--- src/rtl/uart_runner.sv ---
// uart_runner: UART packet engine that echoes (opcode 0xEC) or sums (opcode 0x10) packet payloads back on TX.
// Ports: clk_i clock; rst_ni async active-low reset; rx_i UART receive (idle high);
//        tx_o UART transmit (idle high); busy_o high while a packet, FIFO or transmitter is active.
// Define UART_RUNNER_ADD32_EN to build the 32-bit accumulator for opcode 0x10; otherwise 0x10 is discarded.
module uart_runner #(
    parameter int CLK_FREQ_HZ = 12000000,
    parameter int BAUD_RATE   = 115200,
    parameter int FIFO_DEPTH  = 4
) (
    input  logic clk_i,
    input  logic rst_ni,
    input  logic rx_i,
    output logic tx_o,
    output logic busy_o
);
    localparam int CPB = CLK_FREQ_HZ / BAUD_RATE;
    localparam int CW  = $clog2(CPB + 1);
    localparam int AW  = $clog2(FIFO_DEPTH);
    localparam logic [CW-1:0] C_LAST = CW'(CPB - 1);
    localparam logic [CW-1:0] C_HALF = CW'(CPB / 2 - 1);

    typedef enum logic [1:0] {RX_IDLE, RX_START, RX_DATA, RX_STOP} rx_t;
    typedef enum logic [2:0] {P_OPCODE, P_RSVD, P_LEN_LO, P_LEN_HI, P_PAYLOAD} p_t;
    typedef enum logic {TX_IDLE, TX_BUSY} tx_t;

    rx_t           r_rx_st, w_rx_nx;
    logic          r_rx_meta, r_rx_sync, r_rx_prev;
    logic [CW-1:0] r_rx_cnt;
    logic [2:0]    r_rx_bit;
    logic [7:0]    r_rx_data;
    logic          w_rx_tick, w_rx_valid;

    p_t            r_p_st, w_p_nx;
    logic [7:0]    r_op, r_len_lo;
    logic [15:0]   r_remain, w_len;
    logic          w_pkt_done, w_echo_push;

    logic [7:0]    r_mem [FIFO_DEPTH];
    logic [AW-1:0] r_wp, r_rp;
    logic [AW:0]   r_cnt;
    logic          w_push, w_wr, w_pop, w_full, w_empty;
    logic [7:0]    w_push_data, w_res_byte;
    logic          w_res_push, w_res_busy;

    tx_t           r_tx_st, w_tx_nx;
    logic [9:0]    r_tx_sh;
    logic [CW-1:0] r_tx_cnt;
    logic [3:0]    r_tx_bit;
    logic          w_tx_end;

    // Start bit is re-checked half a bit in; every later sample lands one full bit later (mid-bit).
    assign w_rx_tick = r_rx_cnt == ((r_rx_st == RX_START) ? C_HALF : C_LAST);

    always_comb begin
        w_rx_nx    = r_rx_st;
        w_rx_valid = 1'b0;
        case (r_rx_st)
            RX_IDLE:  if (r_rx_prev && !r_rx_sync) w_rx_nx = RX_START;
            RX_START: if (w_rx_tick) w_rx_nx = r_rx_sync ? RX_IDLE : RX_DATA;
            RX_DATA:  if (w_rx_tick && r_rx_bit == 3'd7) w_rx_nx = RX_STOP;
            RX_STOP:  if (w_rx_tick) begin
                w_rx_nx    = RX_IDLE;
                w_rx_valid = r_rx_sync;
            end
            default:  w_rx_nx = RX_IDLE;
        endcase
    end

    always_ff @(posedge clk_i or negedge rst_ni) begin
        if (!rst_ni) begin
            r_rx_meta <= 1'b1;
            r_rx_sync <= 1'b1;
            r_rx_prev <= 1'b1;
            r_rx_st   <= RX_IDLE;
            r_rx_cnt  <= '0;
            r_rx_bit  <= '0;
            r_rx_data <= '0;
        end else begin
            r_rx_meta <= rx_i;
            r_rx_sync <= r_rx_meta;
            r_rx_prev <= r_rx_sync;
            r_rx_st   <= w_rx_nx;
            r_rx_cnt  <= (r_rx_st == RX_IDLE || w_rx_tick) ? '0 : r_rx_cnt + 1'b1;
            if (r_rx_st == RX_DATA && w_rx_tick) begin
                r_rx_data <= {r_rx_sync, r_rx_data[7:1]};
                r_rx_bit  <= r_rx_bit + 1'b1;
            end
        end
    end

    assign w_len       = {r_rx_data, r_len_lo};
    assign w_echo_push = w_rx_valid && r_p_st == P_PAYLOAD && r_op == 8'hEC;

    always_comb begin
        w_p_nx     = r_p_st;
        w_pkt_done = 1'b0;
        if (w_rx_valid) begin
            case (r_p_st)
                P_OPCODE:  w_p_nx = P_RSVD;
                P_RSVD:    w_p_nx = P_LEN_LO;
                P_LEN_LO:  w_p_nx = P_LEN_HI;
                P_LEN_HI:  begin
                    w_pkt_done = w_len <= 16'd4;
                    w_p_nx     = w_pkt_done ? P_OPCODE : P_PAYLOAD;
                end
                P_PAYLOAD: begin
                    w_pkt_done = r_remain == 16'd1;
                    w_p_nx     = w_pkt_done ? P_OPCODE : P_PAYLOAD;
                end
                default:   w_p_nx = P_OPCODE;
            endcase
        end
    end

    always_ff @(posedge clk_i or negedge rst_ni) begin
        if (!rst_ni) begin
            r_p_st   <= P_OPCODE;
            r_op     <= '0;
            r_len_lo <= '0;
            r_remain <= '0;
        end else begin
            r_p_st <= w_p_nx;
            if (w_rx_valid && r_p_st == P_OPCODE) r_op <= r_rx_data;
            if (w_rx_valid && r_p_st == P_LEN_LO) r_len_lo <= r_rx_data;
            if (w_rx_valid && r_p_st == P_LEN_HI) r_remain <= w_len - 16'd4;
            if (w_rx_valid && r_p_st == P_PAYLOAD) r_remain <= r_remain - 16'd1;
        end
    end

`ifdef UART_RUNNER_ADD32_EN
    logic [31:0] r_acc, r_res, w_acc_nx;
    logic [23:0] r_word;
    logic [1:0]  r_bcnt;
    logic [2:0]  r_res_cnt;
    logic        w_add;

    assign w_add = w_rx_valid && r_p_st == P_PAYLOAD && r_op == 8'h10;
    // A word joins the sum on its fourth byte, so a trailing partial word never does.
    assign w_acc_nx = (w_add && r_bcnt == 2'd3) ? r_acc + {r_rx_data, r_word} : r_acc;
    // The first result byte waits for an empty FIFO; the other three follow on consecutive cycles.
    assign w_res_push = r_res_cnt != 3'd0 && (r_res_cnt != 3'd4 || w_empty);
    assign w_res_byte = r_res[7:0];
    assign w_res_busy = r_res_cnt != 3'd0;

    always_ff @(posedge clk_i or negedge rst_ni) begin
        if (!rst_ni) begin
            r_acc     <= '0;
            r_res     <= '0;
            r_word    <= '0;
            r_bcnt    <= '0;
            r_res_cnt <= '0;
        end else begin
            if (w_rx_valid && r_p_st == P_OPCODE) begin
                r_acc  <= '0;
                r_bcnt <= '0;
            end else if (w_add) begin
                r_acc  <= w_acc_nx;
                r_bcnt <= r_bcnt + 1'b1;
                r_word <= {r_rx_data, r_word[23:8]};
            end
            if (w_pkt_done && r_op == 8'h10) begin
                r_res     <= w_acc_nx;
                r_res_cnt <= 3'd4;
            end else if (w_res_push) begin
                r_res     <= r_res >> 8;
                r_res_cnt <= r_res_cnt - 1'b1;
            end
        end
    end
`else
    assign w_res_push = 1'b0;
    assign w_res_byte = 8'h00;
    assign w_res_busy = 1'b0;
`endif

    assign w_push      = w_echo_push || w_res_push;
    assign w_push_data = w_res_push ? w_res_byte : r_rx_data;
    assign w_full      = r_cnt == (AW+1)'(FIFO_DEPTH);
    assign w_empty     = r_cnt == '0;
    assign w_wr        = w_push && !w_full;

    always_ff @(posedge clk_i) begin
        if (w_wr) r_mem[r_wp] <= w_push_data;
    end

    always_ff @(posedge clk_i or negedge rst_ni) begin
        if (!rst_ni) begin
            r_wp  <= '0;
            r_rp  <= '0;
            r_cnt <= '0;
        end else begin
            if (w_wr) r_wp <= r_wp + 1'b1;
            if (w_pop) r_rp <= r_rp + 1'b1;
            r_cnt <= r_cnt + (AW+1)'(w_wr) - (AW+1)'(w_pop);
        end
    end

    assign w_tx_end = r_tx_st == TX_BUSY && r_tx_cnt == C_LAST && r_tx_bit == 4'd9;

    // Reloading at the end of the stop bit keeps consecutive bytes gap-free.
    always_comb begin
        w_tx_nx = r_tx_st;
        w_pop   = 1'b0;
        if (r_tx_st == TX_IDLE || w_tx_end) begin
            w_pop   = !w_empty;
            w_tx_nx = w_empty ? TX_IDLE : TX_BUSY;
        end
    end

    always_ff @(posedge clk_i or negedge rst_ni) begin
        if (!rst_ni) begin
            r_tx_st  <= TX_IDLE;
            r_tx_sh  <= '1;
            r_tx_cnt <= '0;
            r_tx_bit <= '0;
        end else begin
            r_tx_st <= w_tx_nx;
            if (w_pop) begin
                r_tx_sh  <= {1'b1, r_mem[r_rp], 1'b0};
                r_tx_cnt <= '0;
                r_tx_bit <= '0;
            end else if (r_tx_st == TX_BUSY) begin
                if (r_tx_cnt == C_LAST) begin
                    r_tx_cnt <= '0;
                    r_tx_bit <= r_tx_bit + 1'b1;
                    r_tx_sh  <= {1'b1, r_tx_sh[9:1]};
                end else begin
                    r_tx_cnt <= r_tx_cnt + 1'b1;
                end
            end
        end
    end

    assign tx_o   = (r_tx_st == TX_BUSY) ? r_tx_sh[0] : 1'b1;
    assign busy_o = r_p_st != P_OPCODE || r_tx_st == TX_BUSY || !w_empty || w_res_busy;
endmodule

--- config.mk ---
export PLATFORM = sky130hd
export DESIGN_NAME = uart_runner
export DESIGN_NICKNAME = d
export VERILOG_FILES = /design/src/rtl/uart_runner.sv
export SDC_FILE = /design/constraint.sdc
export NUM_CORES = 1
export LEC_CHECK = 0
export ABC_AREA = 1
export CAP_MARGIN = 20
export CORE_UTILIZATION = 41
export CTS_CLUSTER_SIZE = 40
export DETAILED_ROUTE_END_ITERATION = 8
export PLACE_DENSITY = 0.56
export SLEW_MARGIN = 5
export SYNTH_ARGS = -nofsm -noshare
export SYNTH_HDL_FRONTEND = slang
export SYNTH_SLANG_ARGS = --single-unit
--- constraint.sdc ---
create_clock -name clk_i -period 2.25 [get_ports clk_i]
set_input_delay 0.45 -clock clk_i [delete_from_list [all_inputs] [get_ports clk_i]]
set_output_delay 0.45 -clock clk_i [all_outputs]
set_load 0.02 [all_outputs]
==> metrics.csv, run 1 <==
stage,metric,value,unit
run_status,status,"complete, no violations",
timing,skew,10.81,ps
cts,clkTransAtPathRegs,50,ps
timing,worstMarginPinSlew,673.3,ps
drt,drt_wl_total,12960,um
timing,period_minus_slack,2212,ps
floorplanning,design.die.area,0.01539,mm^2
finish,fin_area,0.007153,mm^2
drt,drc,0,
synth,synth_area_leaders,"dfrtp_1 30%, edfxtp_1 16%, nand2_1 11%, nor2_1 6.4%, dfstp_2 5.2%",
floorplanning,die_x,124.0,um
floorplanning,initial_core_util,0.4202,
synth,synthesis.area,0.006107,mm^2
drt,viasPerCell,4.967,
timing,fin_setup_tns,0,ps
finish,fin_nets,745,
power_and_ir_drop,leakage,3.438,nW
hold_path,hold_class,reg -> reg,
critical_path,reg2regPathDepth,11,
cts,cts_made_buffers,17,
synth,async_flop_share,0.7288,
cts,htreeDepth,4,
place,io_buffers,4,
synth,synth-main-ff-cell,dfrtp_1,
cts,tritoncts,built,
critical_path,r2r_end,r_cnt[2],
cts,clk_latency,420,ps
grt,grt_antenna_before_repair,0,
drt,wl_per_cell,14.05,um
floorplanning,fp.dieH,124.0,um
timing,finalMaxSlewViolations,0,
drt,vias,4580,
grt,grt_use_total,0.1920,
critical_path,reg2reg_slack,40,ps
floorplanning,coreArea,0.01453,mm^2
drt,dr.pass1.iters,4,
synth,syn_inst,690,
cts,clock-sinks,118,
floorplanning,rows,44,
place,dp_hpwl,9203,um
critical_path,worst_setup_path_start_kind,flip-flop,
place,pre_cts_ws,19.53,ps
place,gp_congestion,0.8428,
grt,grt_pass1_wl,21970,um
synth,ys_ff_latch,118,
finish,post-route-util,0.4922,
hold_path,holdPathEnd,r_rx_sync,
hold_path,min_path_cells,0,
critical_path,reg2reg_from,r_rx_cnt[0],
critical_path,critPathRequiredTime,2550,ps
critical_path,worstPathArrival,2510,ps
critical_path,cp_max_fo,3,
power_and_ir_drop,vdd_drop_max,0.0005179,V
timing,rsz0062_at_grt,true,
timing,final_hold_viol_count,0,
grt,first_global_vias,4473,
timing,finalSetupViolCount,0,
synth,synthTopCellsByCount,"174 x nand2_1, 104 x nor2_1, 74 x dfrtp_1, 69 x inv_1, 46 x nand3_1",
timing,fin_crit_sh,0.9831,
finish,area_growth_syn_to_layout,17.13,%
floorplanning,io_pins,5,
finish,antenna_cells,0,
cts,cts_root_buf,clkbuf_16,
job,cap_viol_max_count,0,
place,place_area,0.006513,mm^2
synth,synth_most_common_cell,nand2_1,
synth,yosys_warnings,0,
synth,synth_cell_types,37,
hold_path,hp-start,r_rx_meta,
power_and_ir_drop,power_density,794.3,mW/mm^2
synth,synth_top_area_frac,0.3032,
grt,grt_max_degree,84,
drt,drtAntennaViolNets,0,
synth,synth_edf_count,32,
synth,seq_area_frac_synth,0.5122,
grt,gr-total-overflow,0,
synth,avgSynthCellArea,8.851,um^2
timing,setup_ws,37.96,ps
timing,holdWs,358.7,ps
finish,drive_gt1_frac,0.1626,
timing,fmax,452.1,MHz
critical_path,worstSetupPathType,reg -> reg,
timing,slew_headroom,0.5481,
synth,syn-num-nets,710,
drt,drt_iter0_drc,333,
critical_path,endpoint_kind,flip-flop,
cts,cts_buffer_depth,2,
synth,yosys.area.top_type,dfrtp_1,
==> worst max path at each step <==
stage                to  cells past startpoint         from
6_report       r_cnt[2]                     11  r_rx_cnt[0]
4_1_cts        r_cnt[2]                     11  r_rx_cnt[0]
5_1_grt        r_cnt[2]                     12  r_rx_cnt[4]
3_5_place_dp   r_cnt[2]                     11  r_rx_cnt[0]
2_1_floorplan  r_cnt[2]                     11  r_rx_cnt[0]
3_3_place_gp   r_cnt[2]                     11  r_rx_cnt[0]
==> cell families (layout without fill, tap and decap cells) <==
kind of cell             count (synthesis)  after routing  synth area share
AND/OR/NAND/NOR                        371            371            0.2807
XOR/XNOR                                26             26           0.03729
flip-flops                             118            118            0.5122
multiplexers                             1              1          0.001639
adder cells (fa/ha/maj)                 17             17           0.03606
AO/OA/AOI/OAI                           75             75           0.07519
buffers and inverters                   82            130           0.05695
==> power breakdown <==
part           switching [mW]  internal, mW  total [mW]
logic                   0.311         0.200       0.511
registers               0.103          2.28        2.38
clock network           0.931          1.86        2.79
==> routing by layer <==
| metal | global-route usage | vias to the layer above | share of wire |
|---|---|---|---|
| met2 | 0.3229 | 71 | 0.49 |
| li1 | - | 2313 | - |
| met3 | 0.04441 | 21 | 0.028 |
| met4 | 0.08482 | 0 | 0.022 |
| met1 | 0.2339 | 2175 | 0.46 |
| met5 | 0 | - | 0 |
==> worst max-delay path: stages (launching register included) <==
cell     delay [ps]
dfrtp_1         410
ha_4            180
nand2_4          60
nor2_8          120
nand4_4         150
nor2_8          170
nand2_4          70
ha_4            260
inv_2            40
ha_4            150
fa_2            340
xor2_1          140
==> metrics by stage <==
step,std cells,power (mW)
floorplan,690,2.778
global placement,888,2.892
detailed placement,888,2.921
CTS,921,5.740
global route,922,5.927
finish,922,5.681
==> flip-flops by register name, summed over array words and instances (netlist names), 2 cells and up, named ones only <==
name,count
r_cnt,3
r_mem,32
r_wp,2
r_tx_bit,4
r_rx_cnt,7
r_tx_sh,9
r_tx_cnt,7
r_rp,2
r_len_lo,8
r_op,8
r_rx_bit,3
r_rx_data,8
r_p_st,3
r_remain,16
==> cells in the final DEF, fill, tap and decap left out, drive strengths merged, types with 2 or more instances in the layout <==
cell type | netlist | layout
edfxtp | 32 | 32
nor2 | 112 | 112
clkdlybuf4s50 | 0 | 2
a21oi | 9 | 9
nand2 | 185 | 185
inv | 71 | 71
dfrtp | 74 | 74
nand3 | 51 | 51
clkbuf | 3 | 21
nor3 | 10 | 10
dfstp | 12 | 12
ha | 16 | 16
xnor2 | 10 | 10
nand4 | 6 | 6
o21ai | 53 | 53
clkinv | 1 | 8
o22ai | 12 | 12
and3 | 2 | 2
xor2 | 16 | 16
bufinv | 0 | 4
nor3b | 4 | 4
buf | 7 | 22
==> area by class of cell <==
type,instances,area [um^2]
tap,184,230.2
sequential,118,3129
clock buffer,20,446.7
timing repair buffer,26,212.7
multi-input combinational,490,2705
fill,1381,7381
inverter,72,270.3
clock inverter,12,158.9
==> timing repair <==
action,4_1_cts,5_1_grt
pin swaps,1,1
buffers inserted,0,1
endpoints found under the hold margin,3,0
hold buffers,1,0
setup endpoints to repair,1,13
gates resized for setup,4,7
Note: power is estimated with default switching activity, not from simulation.
==> run 2: changes to the inputs <==
--- a/config.mk
+++ b/config.mk
@@ -7,11 +7,12 @@
 export LEC_CHECK = 0
 export ABC_AREA = 1
 export CAP_MARGIN = 20
-export CORE_UTILIZATION = 41
+export CORE_UTILIZATION = 30
 export CTS_CLUSTER_SIZE = 40
 export DETAILED_ROUTE_END_ITERATION = 8
-export PLACE_DENSITY = 0.56
-export SLEW_MARGIN = 5
+export PLACE_DENSITY = 0.43
+export REMOVE_ABC_BUFFERS = 1
+export SLEW_MARGIN = 20
 export SYNTH_ARGS = -nofsm -noshare
 export SYNTH_HDL_FRONTEND = slang
 export SYNTH_SLANG_ARGS = --single-unit
==> run 2 against run 1 <==
  * Utilization shrank 12 points
  * Largest power group unchanged
  * Count of clock-buffer cells in the layout is the same
  * Clock power shrank 4%
  * Design area grew 2.7%
  * Hold slack is essentially flat
  * Sequential power is essentially flat
  * Routed wire length grew 5.6%
  * Sequential share of layout area shrank 1.1 points
  * Critical path type unchanged
  * Clock skew is essentially flat
==> metrics.csv, run 2 (synthesis results as in run 1) <==
stage,metric,value,unit,change
run_status,status,"complete, no violations",,
drt,drc,0,,unchanged
drt,drt_iter0_drc,243,,-27%
grt,grt_pass1_wl,23080,um,+5.1%
place,io_buffers,4,,unchanged
cts,clock-sinks,118,,unchanged
cts,tritoncts,built,,
critical_path,cp_max_fo,2,,-1
drt,wl_per_cell,13.44,um,-4.4%
timing,final_hold_viol_count,0,,unchanged
critical_path,slowest_delay,400,ps,about the same
floorplanning,fp.dieH,144.7,um,+17%
timing,fin_crit_sh,0.9760,,-0.007086
finish,antenna_cells,0,,unchanged
power_and_ir_drop,power,5.655,mW,-0.46%
timing,fmax,455.4,MHz,+0.73%
finish,seq_area,0.003129,mm^2,unchanged
cts,clkTransAtPathRegs,60,ps,about the same
power_and_ir_drop,power_density,769.8,mW/mm^2,-3.1%
critical_path,reg2regPathDepth,11,,unchanged
place,dp_hpwl,9932,um,+7.9%
job,cap_viol_max_count,0,,unchanged
floorplanning,design.die.area,0.02093,mm^2,+36%
grt,gr-total-overflow,0,,unchanged
cts,clk_latency,420,ps,about the same
finish,layout_commonest_cell,nand2_1,,
finish,area_growth_syn_to_layout,20.28,%,
floorplanning,die_x,144.7,um,+17%
cts,htreeDepth,4,,unchanged
cts,cts_made_buffers,17,,unchanged
cts,cts_root_buf,clkbuf_16,,
power_and_ir_drop,vdd_drop_max,0.0006314,V,+22%
finish,drive_gt1_frac,0.1833,,+0.02067
timing,finalSetupViolCount,0,,unchanged
drt,viasPerCell,4.440,,-11%
drt,drt_wl_total,13680,um,+5.6%
finish,largest_reg_flops,32,,unchanged
grt,grt_use_total,0.1470,,-0.04501
grt,first_global_vias,4521,,+1.1%
drt,vias,4520,,-1.3%
critical_path,endpoint_kind,flip-flop,,
floorplanning,rows,51,,+16%
finish,fin_nets,760,,+2.0%
finish,regMostFlops,r_mem,,
hold_path,min_path_cells,0,,unchanged
critical_path,worst_path_max_delay_cell,dfrtp_1,,
finish,reg.largest.list,"r_mem x32, r_remain x16, r_tx_sh x9",,
drt,dr.pass1.iters,4,,unchanged
grt,grt_antenna_before_repair,0,,unchanged
critical_path,worst_setup_path_start_kind,flip-flop,,
place,gp_congestion,0.8399,,-0.34%
timing,skew,10.71,ps,-0.1038 ps
timing,period_minus_slack,2196,ps,-15.94 ps
timing,slew_headroom,0.5408,,-0.007368
timing,holdWs,358.5,ps,-0.2250 ps
critical_path,worstPathCellList,ha_4 > nand2_4 > nor2_8 > nand4_4 > nor2_8 > nand2_2 > ha_4 > inv_2 > ha_4 > fa_2 > xor2_1,,
grt,grt_max_degree,43,,-49%
critical_path,worstSetupPathType,reg -> reg,,
finish,multi_input_comb_area,0.002703,mm^2,about the same
timing,finalMaxSlewViolations,0,,unchanged
critical_path,critPathRequiredTime,2540,ps,about the same
drt,drtAntennaViolNets,0,,unchanged
floorplanning,io_pins,5,,unchanged
power_and_ir_drop,leakage,3.481,nW,+1.3%
timing,worstMarginPinSlew,684.3,ps,+10.98 ps
floorplanning,coreArea,0.01972,mm^2,+36%
floorplanning,initial_core_util,0.3097,,-0.1105
cts,cts_buffer_depth,2,,unchanged
finish,final.fill_count,1981,,+43%
finish,final_cell_mix,"173 x nand2_1, 101 x nor2_1, 73 x dfrtp_1, 67 x inv_1, 46 x nand3_1",,
critical_path,critPathMostFrequentCell,ha_4,,
critical_path,worstPathArrival,2490,ps,-20 ps
hold_path,hold_class,reg -> reg,,
==> run 2: cell count changes in the layout (fill, tap and decap cells not counted), sizes merged <==
cell and change:
buf +15, inv +4, bufinv -3, clkinv -3, clkinvlp +2
==> run 2: timing repair <==
action                     in CTS  in global routing
gates resized for setup        14                  6
hold endpoints to repair       14                  0
setup buffers                   1                  3
pin swaps                       7                  2
hold buffers                    1                  0
setup endpoints to repair       2                 13
==> run 2: layout make-up <==
type / count / area share
clock inverters: 12 / 0.01618
well taps: 265 / 0.04514
clock buffers: 20 / 0.06370
inverters: 72 / 0.03679
multi-input cells: 490 / 0.3679
flip-flops and latches: 118 / 0.4260
repair buffers: 41 / 0.04429
==> run 2: final timing paths <==
| check | from | to | slack (ps) |
|---|---|---|---|
| setup / recovery | r_rx_cnt[1] | r_cnt[2] | 50 |
| hold / removal | r_rx_meta | r_rx_sync | 360 |
| setup reg to reg | r_rx_cnt[1] | r_cnt[2] | 50 |
| hold reg to reg | r_rx_meta | r_rx_sync | 360 |
| max in group asynchronous | rst_ni | r_remain[15] | 1150 |
| min in group asynchronous | rst_ni | r_wp[0] | 490 |
==> run 2: routing by layer <==
layer	share of wire	track usage	vias up
li1	-	-	2332
met4	0.014	0.05319	0
met1	0.49	0.1890	2113
met3	0.029	0.03949	12
met2	0.47	0.2366	63
met5	0	0	-
==> run 2: power breakdown <==
part           switching (mW)  internal (mW)
registers               0.104           2.28
logic                   0.331          0.260
clock network            1.05           1.63
total                    1.49           4.17
==> run 2: per-stage QoR <==
step           cells  worst slack (ps)  TNS (ps)  instance area [um^2]  utilization
2_1_floorplan    680            -222.5    -337.7                  6030            -
3_3_place_gp     981            -40.27    -40.27                  6651       0.3373
3_5_place_dp     981            -70.33    -70.33                  6651       0.3373
4_1_cts         1015             8.570         0                  7303       0.3704
5_1_grt         1018            -10.42    -10.42                  7346       0.3725
6_report        1018             53.90         0                  7346       0.3725
==> run 2: worst max-delay path: cells and delay by family, from the launching register on <==
family	cells	cell delay [ps]
buffers and inverters	1	40
XOR/XNOR	1	140
adder cells (fa/ha/maj)	4	950
flip-flops	1	400
AND/OR/NAND/NOR	5	550
